[config.mk]
export PLATFORM = sky130hd
export DESIGN_NAME = color_seq_engine
export DESIGN_NICKNAME = d
export VERILOG_FILES = /design/src/rtl/game_pkg.sv /design/src/rtl/phase_timer.sv /design/src/rtl/color_seq_engine.sv
export SDC_FILE = /design/constraint.sdc
export NUM_CORES = 1
export LEC_CHECK = 0
export BUFFER_PORTS_ARGS = -buffer_cell sky130_fd_sc_hd__buf_2
export CORE_ASPECT_RATIO = 1.25
export CORE_MARGIN = 2
export CORE_UTILIZATION = 55
export CTS_CLUSTER_DIAMETER = 120
export CTS_CLUSTER_SIZE = 24
export DETAILED_ROUTE_END_ITERATION = 6
export PLACE_DENSITY_LB_ADDON = 0.2
export SLEW_MARGIN = 20
export SYNTH_ARGS = -nofsm -noshare
export SYNTH_HDL_FRONTEND = slang
export SYNTH_SLANG_ARGS = --single-unit
export TNS_END_PERCENT = 50
[constraint.sdc]
create_clock -name clk -period 3.2 [get_ports clk]
set_input_delay 0.8 -clock clk [delete_from_list [all_inputs] [get_ports clk]]
set_output_delay 0.8 -clock clk [all_outputs]
set_load 0.05 [all_outputs]
[src/rtl/game_pkg.sv]
// Shared definitions for the colour-memory game.
//   - Colour codes as presented to the player and the display.
//   - State encoding of the round engine (color_seq_engine).
//   - col_next(): the colour that follows a given colour, wrapping modulo 4.
package game_pkg;

  localparam logic [1:0] COL_RED    = 2'd0;
  localparam logic [1:0] COL_BLUE   = 2'd1;
  localparam logic [1:0] COL_YELLOW = 2'd2;
  localparam logic [1:0] COL_GREEN  = 2'd3;

  typedef enum logic [2:0] {
    IDLE     = 3'd0,
    APPEND   = 3'd1,
    SHOW_ON  = 3'd2,
    SHOW_OFF = 3'd3,
    WAIT_IN  = 3'd4,
    WIN      = 3'd5,
    FAIL     = 3'd6
  } state_t;

  // Two-bit addition wraps naturally, giving (c+1) mod 4.
  function automatic logic [1:0] col_next(input logic [1:0] c);
    return c + 2'd1;
  endfunction

endpackage

[src/rtl/phase_timer.sv]
// Down-counter used to time the playback phases.
//   clk        in   system clock
//   reset      in   synchronous, active-high; clears the count to 0
//   load       in   strobe; count takes load_value on the next edge
//   load_value in   WIDTH  value to load (phase length minus one)
//   done       out  high while the count is zero (last cycle of a phase)
// A phase loaded with N-1 therefore lasts exactly N cycles.
module phase_timer #(
  parameter int WIDTH = 8
) (
  input  logic             clk,
  input  logic             reset,
  input  logic             load,
  input  logic [WIDTH-1:0] load_value,
  output logic             done
);

  logic [WIDTH-1:0] count_reg;

  always_ff @(posedge clk) begin
    if (reset) begin
      count_reg <= '0;
    end else if (load) begin
      count_reg <= load_value;
    end else if (count_reg != '0) begin
      count_reg <= count_reg - WIDTH'(1);
    end
  end

  assign done = (count_reg == '0);

endmodule

[src/rtl/color_seq_engine.sv]
// Round engine of the colour-memory game.
// Each round appends one colour (from the lfsr) to a stored sequence, plays the
// whole sequence back with timed on/off phases, then checks the player's
// guesses against it. Reaching MAX_LEN correct entries wins the game.
//
// Ports:
//   clk          in   system clock
//   reset        in   synchronous, active-high
//   rand_in      in   8  lfsr output, only [1:0] is used (sampled in APPEND)
//   start        in   one-cycle pulse, begins a new game (IDLE/WIN/FAIL only)
//   guess_valid  in   one-cycle pulse, guess_color valid (WAIT_IN only)
//   guess_color  in   2  player colour
//   show_valid   out  colour being displayed
//   show_color   out  2  displayed colour, 0 when show_valid is low
//   expect_input out  player may guess
//   result_ok    out  game won, held until start
//   result_fail  out  game lost, held until start
//   level        out  current sequence length
//
// Build option: define COLOR_SEQ_NO_REPEAT_EN to forbid two equal adjacent
// entries (a repeated colour is bumped to the next colour code on append).
module color_seq_engine
  import game_pkg::*;
#(
  parameter int MAX_LEN   = 16,
  parameter int TICKS_ON  = 25_000_000,
  parameter int TICKS_OFF = 12_500_000
) (
  input  logic                         clk,
  input  logic                         reset,
  input  logic [7:0]                   rand_in,
  input  logic                         start,
  input  logic                         guess_valid,
  input  logic [1:0]                   guess_color,
  output logic                         show_valid,
  output logic [1:0]                   show_color,
  output logic                         expect_input,
  output logic                         result_ok,
  output logic                         result_fail,
  output logic [$clog2(MAX_LEN+1)-1:0] level
);

  localparam int LEN_W    = $clog2(MAX_LEN + 1);
  localparam int IDX_W    = $clog2(MAX_LEN);
  localparam int TICK_MAX = (TICKS_ON > TICKS_OFF) ? TICKS_ON : TICKS_OFF;
  localparam int TIMER_W  = $clog2(TICK_MAX + 1);

  localparam logic [TIMER_W-1:0] ON_LOAD  = TIMER_W'(TICKS_ON - 1);
  localparam logic [TIMER_W-1:0] OFF_LOAD = TIMER_W'(TICKS_OFF - 1);
  localparam logic [LEN_W-1:0]   LEN_MAX  = LEN_W'(MAX_LEN);

  state_t             state_reg, state_next;
  logic [LEN_W-1:0]   len_reg, len_next;
  logic [IDX_W-1:0]   idx_reg, idx_next;

  logic               timer_load;
  logic [TIMER_W-1:0] timer_value;
  logic               timer_done;

  logic [1:0]         mem [MAX_LEN];
  logic [MAX_LEN-1:0] wr_en;
  logic [IDX_W-1:0]   wr_addr;
  logic [1:0]         append_color;
  logic [1:0]         mem_at_idx;
  logic [LEN_W-1:0]   last_idx;
  logic               idx_is_last;

  // Upper lfsr bits are intentionally not consumed.
  logic               unused_rand;
  assign unused_rand = ^rand_in[7:2];

  phase_timer #(
    .WIDTH(TIMER_W)
  ) u_timer (
    .clk       (clk),
    .reset     (reset),
    .load      (timer_load),
    .load_value(timer_value),
    .done      (timer_done)
  );

  // len never reaches MAX_LEN while in APPEND (WIN is taken instead), so the
  // truncated write address is always in range.
  assign wr_addr     = len_reg[IDX_W-1:0];
  assign mem_at_idx  = mem[idx_reg];
  assign last_idx    = len_reg - LEN_W'(1);
  assign idx_is_last = (LEN_W'(idx_reg) == last_idx);

`ifdef COLOR_SEQ_NO_REPEAT_EN
  logic [IDX_W-1:0] prev_addr;
  assign prev_addr = IDX_W'(last_idx);
  always_comb begin
    append_color = rand_in[1:0];
    if ((len_reg != '0) && (rand_in[1:0] == mem[prev_addr])) begin
      append_color = col_next(rand_in[1:0]);
    end
  end
`else
  assign append_color = rand_in[1:0];
`endif

  // Per-entry write enables for the sequence store.
  generate
    for (genvar gi = 0; gi < MAX_LEN; gi++) begin : g_wr_en
      assign wr_en[gi] = (state_reg == APPEND) && (wr_addr == IDX_W'(gi));
    end
  endgenerate

  // Sequence store has no reset: entries beyond len are never read.
  always_ff @(posedge clk) begin
    for (int i = 0; i < MAX_LEN; i++) begin
      if (wr_en[i]) begin
        mem[i] <= append_color;
      end
    end
  end

  always_ff @(posedge clk) begin
    if (reset) begin
      state_reg <= IDLE;
      len_reg   <= '0;
      idx_reg   <= '0;
    end else begin
      state_reg <= state_next;
      len_reg   <= len_next;
      idx_reg   <= idx_next;
    end
  end

  always_comb begin
    state_next  = state_reg;
    len_next    = len_reg;
    idx_next    = idx_reg;
    timer_load  = 1'b0;
    timer_value = ON_LOAD;

    case (state_reg)
      IDLE, WIN, FAIL: begin
        if (start) begin
          state_next = APPEND;
          len_next   = '0;
          idx_next   = '0;
        end
      end

      APPEND: begin
        len_next    = len_reg + LEN_W'(1);
        idx_next    = '0;
        state_next  = SHOW_ON;
        timer_load  = 1'b1;
        timer_value = ON_LOAD;
      end

      SHOW_ON: begin
        if (timer_done) begin
          state_next  = SHOW_OFF;
          timer_load  = 1'b1;
          timer_value = OFF_LOAD;
        end
      end

      SHOW_OFF: begin
        if (timer_done) begin
          if (idx_is_last) begin
            state_next = WAIT_IN;
            idx_next   = '0;
          end else begin
            state_next  = SHOW_ON;
            idx_next    = idx_reg + IDX_W'(1);
            timer_load  = 1'b1;
            timer_value = ON_LOAD;
          end
        end
      end

      WAIT_IN: begin
        if (guess_valid) begin
          if (guess_color != mem_at_idx) begin
            state_next = FAIL;
          end else if (!idx_is_last) begin
            idx_next = idx_reg + IDX_W'(1);
          end else if (len_reg == LEN_MAX) begin
            state_next = WIN;
          end else begin
            state_next = APPEND;
          end
        end
      end

      default: begin
        state_next = IDLE;
      end
    endcase
  end

  // Outputs are decoded purely from registered state.
  always_comb begin
    show_valid   = (state_reg == SHOW_ON);
    show_color   = 2'd0;
    expect_input = (state_reg == WAIT_IN);
    result_ok    = (state_reg == WIN);
    result_fail  = (state_reg == FAIL);
    if (state_reg == SHOW_ON) begin
      show_color = mem_at_idx;
    end
  end

  assign level = len_reg;

endmodule
==> results.toml, run 1 <==
[status]
outcome = "finished clean"

[synthesis]
syn-instance-count = 347
synth_area_leaders = "edfxtp_1 27%, dfxtp_1 23%, nor2_1 4.5%, mux4_2 4.4%, nor3_1 3.8%"
synthFlopType = "dfxtp_1"
synth_area_um2 = 3580
synth-seq-area-share_pct = 49.7
synthDistinctLibCells = 57
synth-async-reset-ratio_pct = 0
synth_common_cells = "43 x nor2_1, 41 x dfxtp_1, 32 x edfxtp_1"
yosys.cell_count.top_type = "nor2_1"
synth_seq_cells = 73
synth_edf_count = 32
syn-num-nets = 367
synth_area_per_cell_um2 = 10.3
yosysWarnings = 0
yosysTopAreaCellShare_pct = 26.8
synth_top_area_cell = "edfxtp_1"

[timing]
worstMarginPinSlew_ps = 614
min_period_ps = 3010
timing.fmax_ghz = 0.333
finalCritPeriodShare_pct = 94.0
finalHoldViolations = 0
clock_skew_ps = 7.81
rsz0062_at_grt = "false"
layout_setup_ws_ps = 193
finalSetupViolCount = 0
maxSlewViolCount = 0
slew_headroom_pct = 58.7
tns_ps = 0
hold_ws_ps = 499

[cells_and_area]
layout.cells.non_filler = 460
final_nets = 390
area_growth_pct = 11.2
final_area_um2 = 3990
fin_util_pct = 63.8
layout-drive-gt1-share_pct = 16.3
largest_register_ffs = 32
fill_cells = 543
antenna_cells = 0

[drt]
drtAntennaViolNets = 0
drc_errors = 0
drtPass1Iterations = 4
drtIter0Drc = 124
num_vias = 2647
avgViaCountPerCell = 5.75
wl_per_cell_um = 16.3
wl_mm = 7.52

[setup_path]
worstSetupPathType = "reg -> out"
critPathMaxFanout = 6
crit_path_end_kind = "primary output"
required_ps = 2400
cp.arrival_ps = 2210
crit_path_start_kind = "flop"

[grt]
first_global_vias = 2577
antenna_found_initial = 0
use_met2_pct = 42.0
grt_pass1_wl_mm = 12.4
grt_util_met3_pct = 2.98
grt-ovfl-total = 0
grt_util_met1_pct = 24.8
groute.usage.overall_pct = 22.4
grt-busiest-layer = "met2"
grt_max_degree = 34

[place]
preCtsSetupSlack_ps = 397
place.gp.congestion = 0.835
port_buffers = 18
dp_cells = 444
hpwl_mm = 5.39
place_area_um2 = 3790

[clock_tree]
post_cts_resize_count = 0
cts_tree = "built"
clk_pin_slew_ps = 80
h-tree-depth = 3
ctsHoldBuffers = 0
clkLatencyLatePin_ps = 350
cts_made_buffers = 9
ctsRootBufferMaster = "clkbuf_8"
clk_path_buf_depth = 2
cts.sinks = 73
cts_setup_buffers = 0

[floorplan]
fp.dieArea_um2 = 7180
core_area_um2 = 6250
ios = 25
rows = 32
start_util_pct = 57.4
die_x_um = 76.2
die_height_um = 94.3

[power]
ir_worst_vdd_mv = 0.569
total_power_mw = 3.60
power_density_nw_per_um2 = 904
power_leakage_nw = 1.44

[run]
cap_viol_max_count = 0

[worst_hold_path]
worst_hold_path_type = "reg -> reg"
-- placed cells by master, fill, tap and decap left out, types with 4 or more instances in the layout --
master | synthesis | layout
xor2_1 | 15 | 15
ha_1 | 6 | 6
a21oi_1 | 26 | 26
a31oi_1 | 4 | 4
inv_1 | 9 | 9
nor3_1 | 27 | 26
mux4_2 | 7 | 7
nor4_1 | 5 | 5
dfxtp_1 | 41 | 41
xnor2_1 | 13 | 13
nand3_1 | 8 | 8
nand2_1 | 21 | 21
buf_4 | 0 | 9
mux2i_1 | 12 | 12
nor2b_1 | 6 | 6
nor2_1 | 43 | 43
o21ai_0 | 5 | 5
nand2b_1 | 4 | 4
edfxtp_1 | 32 | 32
clkbuf_8 | 0 | 9
buf_2 | 5 | 18
-- cells by family after synthesis --
group                    Yosys count  share of synthesized area (%)
AO/OA/AOI/OAI                     61                           11.4
XOR/XNOR                          28                           6.84
adder cells (fa/ha/maj)            6                           2.09
buffers and inverters             24                           2.69
flip-flops                        73                           49.7
multiplexers                      21                           8.38
AND/OR/NAND/NOR                  134                           18.9
-- power by group --
group,internal (mW),switching (mW),leakage [nW]
sequential,1.15,0.205,0.624
clock,0.357,0.350,0.0874
combinational,0.623,0.919,0.730
total,2.13,1.47,1.44
-- worst paths after layout --
kind	endpoint	depth (start not counted)	from	slack [ps]
worst max-delay path	show_color[0]	5	flop	190
worst min register to register	u_timer.count_reg[24]	2	u_timer.count_reg[24]	500
worst max register to register	idx_reg[3]	7	flop	470
worst min-delay path	u_timer.count_reg[24]	2	u_timer.count_reg[24]	500
-- critical path: stages, from the launching register on --
cell and delay (ps):
dfxtp_1 540, mux2i_1 140, mux4_2 460, mux2i_1 300, and2_1 170, buf_2 250
-- cell type report --
| type | instances | area (um^2) | area share (%) |
|---|---|---|---|
| clock buffer | 9 | 124 | 3.11 |
| clock inverter | 7 | 71.3 | 1.79 |
| inverter | 9 | 33.8 | 0.847 |
| multi-input combinational | 250 | 1710 | 42.9 |
| sequential | 73 | 1780 | 44.7 |
| tap | 85 | 106 | 2.67 |
| timing repair buffer | 27 | 158 | 3.95 |
-- routing by layer --
metal | routed length [um] | vias up
met4 | 180 | 0
met2 | 4010 | 46
met1 | 3090 | 1271
li1 | - | 1317
met3 | 234 | 13
met5 | 0 | -
Note: power is estimated with default switching activity, not from simulation.
==> inputs of run 2 (changes only) <==
Settings changed: ABC_AREA from default to 1.
==> run 2 against run 1 <==
Routed wire length grew 15%. Count of clock-buffer cells in the layout is the same. Clock power shrank 1%. Design area grew 9.1%. Cell count grew 40%. Combinational power grew 27%. Non-clock buffer count shrank 6. Global-route usage grew 1.2 points. Synthesized cell count grew 52%. Area after synthesis grew 12%. Via count grew 26%.
==> results.toml, run 2 <==
[clock_tree]
clk_pin_slew_ps = 80
clkLatencyLatePin_ps = 340
ctsRootBufferMaster = "clkbuf_8"
post_cts_resize_count = 0
cts_made_buffers = 9
h-tree-depth = 3
cts_setup_buffers = 0
cts_tree = "built"
clk_path_buf_depth = 2
ctsHoldBuffers = 0
cts.sinks = 73

[cells_and_area]
largest_register_ffs = 32
final_cell_mix = "138 x nand2_1, 70 x nor2_1, 68 x inv_1, 50 x nand3_1, 41 x dfxtp_1"
final_nets = 570
fill_cells = 650
antenna_cells = 0
area_growth_pct = 8.55
fin_util_pct = 62.0
multi_input_area_um2 = 1840
final_common_cell = "nand2_1"
layout-drive-gt1-share_pct = 13.0
seq_area_um2 = 1780

[drt]
drtPass1Iterations = 4
drtAntennaViolNets = 0
avgViaCountPerCell = 5.18
wl_mm = 8.64
wl_per_cell_um = 13.4
num_vias = 3339
drc_errors = 0
drtIter0Drc = 168

[timing]
clock_skew_ps = 10.4
worstMarginPinSlew_ps = 581
tns_ps = 0
finalCritPeriodShare_pct = 89.4
timing.fmax_ghz = 0.350
slew_headroom_pct = 61.2
maxSlewViolCount = 0
min_period_ps = 2860
rsz0062_at_grt = "false"
finalHoldViolations = 0
finalSetupViolCount = 0

[setup_path]
ff2ff_path_depth = 12
cp.arrival_ps = 2060
worstSetupPathType = "reg -> out"
crit_path_end_kind = "primary output"
timing.rr.start = "level[1]"
crit_path_start_kind = "flop"
r2r_end = "u_timer.count_reg[22]"
required_ps = 2400
critPathMaxFanout = 16
r2r_slack_ps = 660

[synthesis]
synthFlopType = "dfxtp_1"
synth_common_cells = "138 x nand2_1, 70 x nor2_1, 68 x inv_1"
synth_edf_count = 32
synth_area_per_cell_um2 = 7.58
synth-seq-area-share_pct = 44.5
synth_area_leaders = "edfxtp_1 24%, dfxtp_1 20%, nand2_1 13%, nor2_1 6.6%, inv_1 6.4%"
yosys.cell_count.top_type = "nand2_1"
syn-num-nets = 549
synth-async-reset-ratio_pct = 0
synth_top_area_cell = "edfxtp_1"
synth_seq_cells = 73
synthDistinctLibCells = 42
synth_area_um2 = 4010
yosysWarnings = 0
yosysTopAreaCellShare_pct = 24.0
syn-instance-count = 529

[power]
power_leakage_nw = 1.98
ir_worst_vdd_mv = 0.550
power_density_nw_per_um2 = 910

[grt]
grt-ovfl-total = 0
grt_max_degree = 21
grt_pass1_wl_mm = 14.5
groute.usage.overall_pct = 23.6
antenna_found_initial = 0
first_global_vias = 3207

[place]
place.gp.congestion = 0.832
port_buffers = 18
hpwl_mm = 6.55

[floorplan]
ios = 25
fp.dieArea_um2 = 7990
core_area_um2 = 7020
rows = 34
die_height_um = 99.4
die_x_um = 80.4
start_util_pct = 57.1

[worst_hold_path]
worst_hold_path_type = "reg -> reg"
holdPathStages = 2
worstHoldStart = "u_timer.count_reg[24]"
holdPathEnd = "u_timer.count_reg[24]"

[run]
cap_viol_max_count = 0

[status]
outcome = "finished clean"
-- run 2: cell types whose count changed after synthesis, moves of 6 or more --
| cell | delta |
|---|---|
| mux2i_1 | -12 |
| a21oi_1 | -10 |
| nand2_1 | +117 |
| nand3_1 | +42 |
| mux4_2 | -7 |
| nor2b_1 | -6 |
| inv_1 | +59 |
| nor3_1 | -14 |
| inv_2 | +9 |
| nor2_1 | +27 |
-- run 2: metal layers --
layer,global-route usage (%),vias to the layer above,share of wire (%),wire [um]
met2,44.9,66,54,4650
met1,25.0,1524,40,3450
li1,-,1723,-,-
met3,3.81,26,3.0,260
met5,0,-,0,0
met4,10.2,0,3.2,276
-- run 2: how the worst max path moves through the flow --
| stage | from | to | slack (ps) | cells after the start |
|---|---|---|---|---|
| 4_1_cts | flop | show_color[1] | 330 | 7 |
| 3_3_place_gp | flop | show_color[1] | 720 | 7 |
| 2_1_floorplan | state_reg[0] | show_color[0] | 150 | 5 |
| 5_1_grt | flop | show_color[0] | 220 | 7 |
| 3_5_place_dp | level[1] | u_timer.count_reg[14] | 690 | 12 |
| 6_report | flop | show_color[1] | 340 | 7 |
-- run 2: per-stage QoR --
step	power, mW	setup WS (ps)	hold WS, ps	area (um^2)	std cells
floorplan	2.90	152	492	4010	529
global placement	3.22	721	514	4160	629
detailed placement	3.27	686	531	4160	629
CTS	3.97	333	546	4350	645
global route	4.31	218	580	4350	645
finish	3.96	341	547	4350	645
-- run 2: final cells by class --
class | count | area share (%)
Clock inverter | 7 | 1.64
Multi-Input combinational cell | 365 | 42.4
Inverter | 80 | 7.02
Timing Repair Buffer | 21 | 2.59
Clock buffer | 9 | 2.85
Tap cell | 90 | 2.59
Sequential cell | 73 | 41.0
-- run 2: report_power, final --
| part | switching, mW | internal (mW) |
|---|---|---|
| clock network | 0.340 | 0.358 |
| logic | 1.30 | 0.665 |
| registers | 0.161 | 1.14 |
-- run 2: cells by family after synthesis --
family / after synthesis / share of synthesized area [%]
compound gates: 34 / 5.06
buf+inv: 91 / 9.55
fa+ha+maj: 6 / 1.87
simple gates: 307 / 35.1
flops: 73 / 44.5
xor+xnor: 18 / 3.93
-- run 2: critical path, cell delays in order (launching register included) --
cell	delay (ps)
dfxtp_1	630
inv_4	180
nand2_1	90
nand3_1	60
nand3_1	100
nand3_1	170
a21oi_1	200
buf_2	280
